**config.mk**
```make
export PLATFORM = sky130hd
export DESIGN_NAME = capture_ctrl_flat
export DESIGN_NICKNAME = d
export VERILOG_FILES = /design/src/rtl/capture_ctrl_if.sv /design/src/rtl/capture_ctrl.sv /design/src/flat_wrapper.sv
export SDC_FILE = /design/constraint.sdc
export NUM_CORES = 1
export LEC_CHECK = 0
export BUFFER_PORTS_ARGS = -buffer_cell sky130_fd_sc_hd__buf_4
export CAP_MARGIN = 20
export CORE_MARGIN = 2
export CORE_UTILIZATION = 25
export DETAILED_ROUTE_END_ITERATION = 6
export GPL_TIMING_DRIVEN = 1
export HOLD_SLACK_MARGIN = 0.05
export PLACE_DENSITY_LB_ADDON = 0.3
export SLEW_MARGIN = 20
export SYNTH_ARGS = -nofsm -noshare
export SYNTH_HDL_FRONTEND = slang
export SYNTH_SLANG_ARGS = --single-unit
```
**constraint.sdc**
```tcl
create_clock -name clk_i -period 4.5 [get_ports clk_i]
set_clock_uncertainty 0.2 [all_clocks]
set_input_delay 0.45 -clock clk_i [delete_from_list [all_inputs] [get_ports clk_i]]
set_output_delay 0.45 -clock clk_i [all_outputs]
set_load 0.005 [all_outputs]
```
**src/rtl/capture_ctrl_if.sv**
```systemverilog
// rtl/capture_ctrl_if.sv - capture sequencer bus between cmd_cfg/trigger unit and capture_ctrl
interface capture_ctrl_if #(
  parameter int LOG2 = 9
);
  logic            run;
  logic            capture_done;
  logic            wrt_smpl;
  logic            triggered;
  logic [LOG2-1:0] trig_pos;
  logic            we;
  logic [LOG2-1:0] waddr;
  logic            armed;
  logic            capture_en;
  logic            set_capture_done;

  modport master (
    output run, capture_done, wrt_smpl, triggered, trig_pos,
    input  we, waddr, armed, capture_en, set_capture_done
  );

  modport slave (
    input  run, capture_done, wrt_smpl, triggered, trig_pos,
    output we, waddr, armed, capture_en, set_capture_done
  );
endinterface

```
**src/rtl/capture_ctrl.sv**
```systemverilog
// rtl/capture_ctrl.sv - capture sequencer: shared RAM write enable, circular address, arming and stop
module capture_ctrl #(
  parameter int ENTRIES = 384,
  parameter int LOG2    = 9
) (
  input  logic           clk_i,
  input  logic           rst_i,
  capture_ctrl_if.slave  bus
);

  typedef enum logic [1:0] {IDLE, CAPTURE, DONE, DUMP} state_t;

  localparam logic [LOG2-1:0] LAST_ADDR = LOG2'(ENTRIES - 1);
  localparam logic [LOG2:0]   ENTRIES_W = (LOG2 + 1)'(ENTRIES);

  state_t          state_q, state_d;
  logic [LOG2-1:0] waddr_q, waddr_d;
  logic [LOG2:0]   smpl_cnt_q, smpl_cnt_d;
  logic [LOG2-1:0] trig_cnt_q, trig_cnt_d;
  logic            armed_q, armed_d;
  logic            capture_en_q, capture_en_d;
  logic            set_done_q, set_done_d;

  logic [LOG2-1:0] tp;
  logic            finish;
  logic [LOG2-1:0] waddr_inc;
  logic [LOG2:0]   smpl_cnt_inc;
  logic [LOG2:0]   arm_sum;

  // Post-trigger depth larger than the ring would overwrite the trigger point.
  assign tp = ({1'b0, bus.trig_pos} >= ENTRIES_W) ? LAST_ADDR : bus.trig_pos;

  assign finish       = armed_q && bus.triggered && (trig_cnt_q == tp);
  assign waddr_inc    = (waddr_q == LAST_ADDR) ? '0 : waddr_q + 1'b1;
  assign smpl_cnt_inc = (smpl_cnt_q == ENTRIES_W) ? smpl_cnt_q : smpl_cnt_q + 1'b1;
  assign arm_sum      = smpl_cnt_inc + {1'b0, tp};

  // Finish has priority over a coincident strobe, so that sample is dropped.
  assign bus.we = !rst_i && (state_q == CAPTURE) && !finish && bus.wrt_smpl;

  always_comb begin
    state_d      = state_q;
    waddr_d      = waddr_q;
    smpl_cnt_d   = smpl_cnt_q;
    trig_cnt_d   = trig_cnt_q;
    armed_d      = armed_q;
    set_done_d   = 1'b0;
    case (state_q)
      IDLE: begin
        if (bus.run && !bus.capture_done) begin
          state_d    = CAPTURE;
          waddr_d    = '0;
          smpl_cnt_d = '0;
          trig_cnt_d = '0;
          armed_d    = 1'b0;
        end
      end
      CAPTURE: begin
        if (finish) begin
          state_d    = DONE;
          set_done_d = 1'b1;
        end else if (bus.wrt_smpl) begin
          waddr_d    = waddr_inc;
          smpl_cnt_d = smpl_cnt_inc;
          if (armed_q && bus.triggered) begin
            trig_cnt_d = trig_cnt_q + 1'b1;
          end
          if (arm_sum >= ENTRIES_W) begin
            armed_d = 1'b1;
          end
        end
      end
      DONE: begin
        if (bus.capture_done) begin
          state_d = DUMP;
        end
      end
      DUMP: begin
        if (!bus.capture_done) begin
          state_d = IDLE;
        end
      end
      default: state_d = IDLE;
    endcase
    capture_en_d = (state_d == CAPTURE);
  end

  always_ff @(posedge clk_i) begin
    if (rst_i) begin
      state_q      <= IDLE;
      waddr_q      <= '0;
      smpl_cnt_q   <= '0;
      trig_cnt_q   <= '0;
      armed_q      <= 1'b0;
      capture_en_q <= 1'b0;
      set_done_q   <= 1'b0;
    end else begin
      state_q      <= state_d;
      waddr_q      <= waddr_d;
      smpl_cnt_q   <= smpl_cnt_d;
      trig_cnt_q   <= trig_cnt_d;
      armed_q      <= armed_d;
      capture_en_q <= capture_en_d;
      set_done_q   <= set_done_d;
    end
  end

  assign bus.waddr            = waddr_q;
  assign bus.armed            = armed_q;
  assign bus.capture_en       = capture_en_q;
  assign bus.set_capture_done = set_done_q;

endmodule

```
**src/flat_wrapper.sv**
```systemverilog
// flat-port wrapper written by rule: the top's interface ports become plain ports
module capture_ctrl_flat 
#(
  parameter int ENTRIES = 384,
  parameter int LOG2    = 9
)
  (clk_i, rst_i, bus_run, bus_capture_done, bus_wrt_smpl, bus_triggered, bus_trig_pos, bus_we, bus_waddr, bus_armed, bus_capture_en, bus_set_capture_done);
  capture_ctrl_if #(.LOG2(LOG2)) bus_i ();
  input  logic clk_i;
  input  logic rst_i;
  input wire logic [$bits(bus_i.run)-1:0] bus_run;
  input wire logic [$bits(bus_i.capture_done)-1:0] bus_capture_done;
  input wire logic [$bits(bus_i.wrt_smpl)-1:0] bus_wrt_smpl;
  input wire logic [$bits(bus_i.triggered)-1:0] bus_triggered;
  input wire logic [$bits(bus_i.trig_pos)-1:0] bus_trig_pos;
  output wire logic [$bits(bus_i.we)-1:0] bus_we;
  output wire logic [$bits(bus_i.waddr)-1:0] bus_waddr;
  output wire logic [$bits(bus_i.armed)-1:0] bus_armed;
  output wire logic [$bits(bus_i.capture_en)-1:0] bus_capture_en;
  output wire logic [$bits(bus_i.set_capture_done)-1:0] bus_set_capture_done;
  assign bus_i.run = bus_run;
  assign bus_i.capture_done = bus_capture_done;
  assign bus_i.wrt_smpl = bus_wrt_smpl;
  assign bus_i.triggered = bus_triggered;
  assign bus_i.trig_pos = bus_trig_pos;
  assign bus_we = bus_i.we;
  assign bus_waddr = bus_i.waddr;
  assign bus_armed = bus_i.armed;
  assign bus_capture_en = bus_i.capture_en;
  assign bus_set_capture_done = bus_i.set_capture_done;
  capture_ctrl #(.ENTRIES(ENTRIES), .LOG2(LOG2)) u_core (.clk_i(clk_i), .rst_i(rst_i), .bus(bus_i));
endmodule
```
==> flow_summary.ini <==
[critical_path]
cp-start-kind = flip-flop
cp-end-kind = flip-flop
crit_path_max_fanout = 6
critPathKind = flip-flop to flip-flop
cp.arrival_ns = 3.46
worstPathRequired_ns = 4.43

[placed_design]
io_buffers = 27
post-dp-hpwl_mm = 4.71
placedCellCount = 453
gp_congestion = 0.805

[grt]
grtUsageTotal = 0.123
grt_max_degree = 21
grt_overflow = 0
grt_pass1_vias = 2090
grt_pass1_wl_mm = 10.3
antenna_found_initial = 0

[synth]
synth_ff_type = dfxtp_1
avgSynthCellArea_um2 = 8.16
synth_area_um2 = 2470
synth_edf_count = 0
async_flop_share = 0
synthesis.nets = 332
ys_seq_elements = 33
ys_types = 56
postSynthCellCount = 303
yosys_warnings = 0
seq_area_frac_synth = 0.267

[finish]
postLayoutCoreUtil = 0.297
layout-drive-gt1-share = 0.198
area_growth_pct = 16.4
num_antenna_cells = 0
final_cell_count_no_fill = 461
layout.nets = 356

[route]
postRouteAntennaNets = 0
dr.pass1.iters = 4
route.detailed.drc = 0
vias = 2218
via_per_inst = 4.81
post_drt_wl_per_cell_um = 13.6
routed_wl_mm = 6.26
drt-initial-drc-count = 102

[power_and_ir_drop]
ir_drop_mv = 0.0900
p_leak_uw = 0.00112
design_power_total_uw = 677
p_per_area_nw_per_um2 = 235

[timing]
tns_ns = 0
period_share = 0.783
fin_hold_ws_ns = 0.217
setup_viol = 0
hold_viol_final = 0
tightest_slew_ns = 0.925
max-slew-margin-rel = 0.383
slew_viol_final = 0
rsz0062_at_grt = no
post-route-min-period_ns = 3.52
max_freq_mhz = 284

[die]
die_w_um = 103
die_area_um2 = 10700
die_h_um = 103
num_io_pins = 28
core-area_um2 = 9680
start_util = 0.255
row_count = 36

[cts]
cts_tree = yes
htreeDepth = 2
cts_hold_buf = 0
cts_root_buf = clkbuf_8
clkLatencyLatePin_ns = 0.29
cts_resized = 0
cts_num_sinks = 33
post_cts_buffers = 0
path_clk_slew_ns = 0.07
clk_path_buf_depth = 2
numCtsBuffers = 5

[job]
cap_violations = 0

[status]
status = complete, no violations

[worst_hold_path]
hp-class = input port to flip-flop
==> through the flow <==
stage | cell area (um^2) | worst slack [ns]
2_1_floorplan | 2470 | 1.26
3_5_place_dp | 2760 | 0.957
4_1_cts | 2880 | 0.945
6_report | 2880 | 0.976
3_3_place_gp | 2760 | 1.10
5_1_grt | 2880 | 0.675
==> metal layers <==
metal | track usage | wire length (um) | up-vias
met3 | 0.0222 | 149 | 5
met4 | 0.0273 | 51 | 0
met2 | 0.211 | 3180 | 21
met1 | 0.159 | 2880 | 1042
li1 | - | - | 1150
met5 | 0 | 0 | -
==> flip-flops by register name, summed over array words and instances (netlist names) <==
name,count
u_core.state_q,2
u_core.bus.set_capture_done,1
u_core.smpl_cnt_q,10
u_core.trig_cnt_q,9
u_core.bus.capture_en,1
u_core.bus.waddr,9
u_core.bus.armed,1
==> final cells by class <==
cell class	count	area (um^2)
Inverter	11	41.3
Clock inverter	1	30.0
Tap cell	133	166
Sequential cell	33	661
Timing Repair Buffer	28	210
Clock buffer	7	86.3
Multi-Input combinational cell	248	1680
Fill cell	1042	6810
==> critical path, cell delays in order, from the launching register on <==
cell      delay [ns]
dfxtp_1         0.37
inv_1           0.10
ha_1            0.15
nor4b_1         0.23
nand3_1         0.13
nor4_2          0.37
mux2_2          0.43
ha_1            0.28
nand3_1         0.08
a21o_1          0.18
a21oi_2         0.07
or4_1           0.50
a211oi_1        0.24
a211oi_1        0.06
==> cell usage after synthesis, types with 2 or more instances <==
cell	n	share of area
dfxtp_1	33	0.27
xor2_1	2	0.0071
xnor2_1	8	0.028
nor4_1	4	0.010
clkbuf_1	4	0.0061
o21ai_0	10	0.020
nor2_1	21	0.032
nor4b_1	2	0.0071
a22o_2	3	0.012
or4_1	2	0.0061
nor3_1	8	0.016
a21o_1	4	0.012
a22oi_1	2	0.0061
nand3_1	15	0.030
or2b_1	3	0.0091
nand3b_1	2	0.0061
a21oi_1	19	0.038
nor4bb_1	2	0.0081
or3_1	3	0.0076
mux2i_1	12	0.049
nand2b_1	3	0.0076
and3_1	7	0.018
a211oi_1	5	0.015
inv_1	11	0.017
buf_6	6	0.027
o22ai_1	4	0.010
o21a_1	2	0.0061
ha_1	13	0.066
nand2_1	32	0.049
mux2_2	2	0.0091
a22o_1	4	0.014
nor3b_1	2	0.0061
or2_2	12	0.030
nand4_1	8	0.020
a21oi_2	3	0.011
o211ai_1	7	0.021
and2_1	3	0.0076
nor2b_1	2	0.0051
==> final timing paths <==
check	from	to	slack [ns]	cells past startpoint
worst max-delay path	u_core.smpl_cnt_q[0]	u_core.bus.armed	0.98	13
worst min-delay path	rst_i	u_core.bus.waddr[0]	0.22	2
worst max register to register	u_core.smpl_cnt_q[0]	u_core.bus.armed	0.98	13
worst min register to register	u_core.trig_cnt_q[8]	u_core.trig_cnt_q[8]	0.30	2
==> power breakdown <==
part	switching [uW]	internal [uW]	total (uW)
combinational	49.4	34.7	84.1
sequential	2.89	294	297
clock	115	181	296
==> cells in the final DEF, fill, tap and decap left out, drive strengths merged, types with 3 or more instances in the layout <==
master,count
dfxtp,33
nand2,32
buf,28
a21oi,22
nor2,21
nand3,15
ha,13
or2,12
mux2i,12
o21ai,12
inv,11
xnor2,8
nor3,8
nand4,8
and3,7
o211ai,7
clkbuf,7
a22o,7
a211oi,5
a21o,5
nor4,5
and2,5
o22ai,4
or2b,3
nand2b,3
or3,3
==> cells by family (layout without fill, tap and decap cells) <==
kind of cell	Yosys count	in the layout	synth area share
AOI/OAI and AO/OA	73	73	0.214
xor gates and xnor gates	10	10	0.0354
buffers and inverters	22	47	0.0521
muxes	14	14	0.0577
adders and majority gates	14	14	0.0739
and+or+nand+nor	137	137	0.300
DFF	33	33	0.267
(Power assumes the default switching activity.)
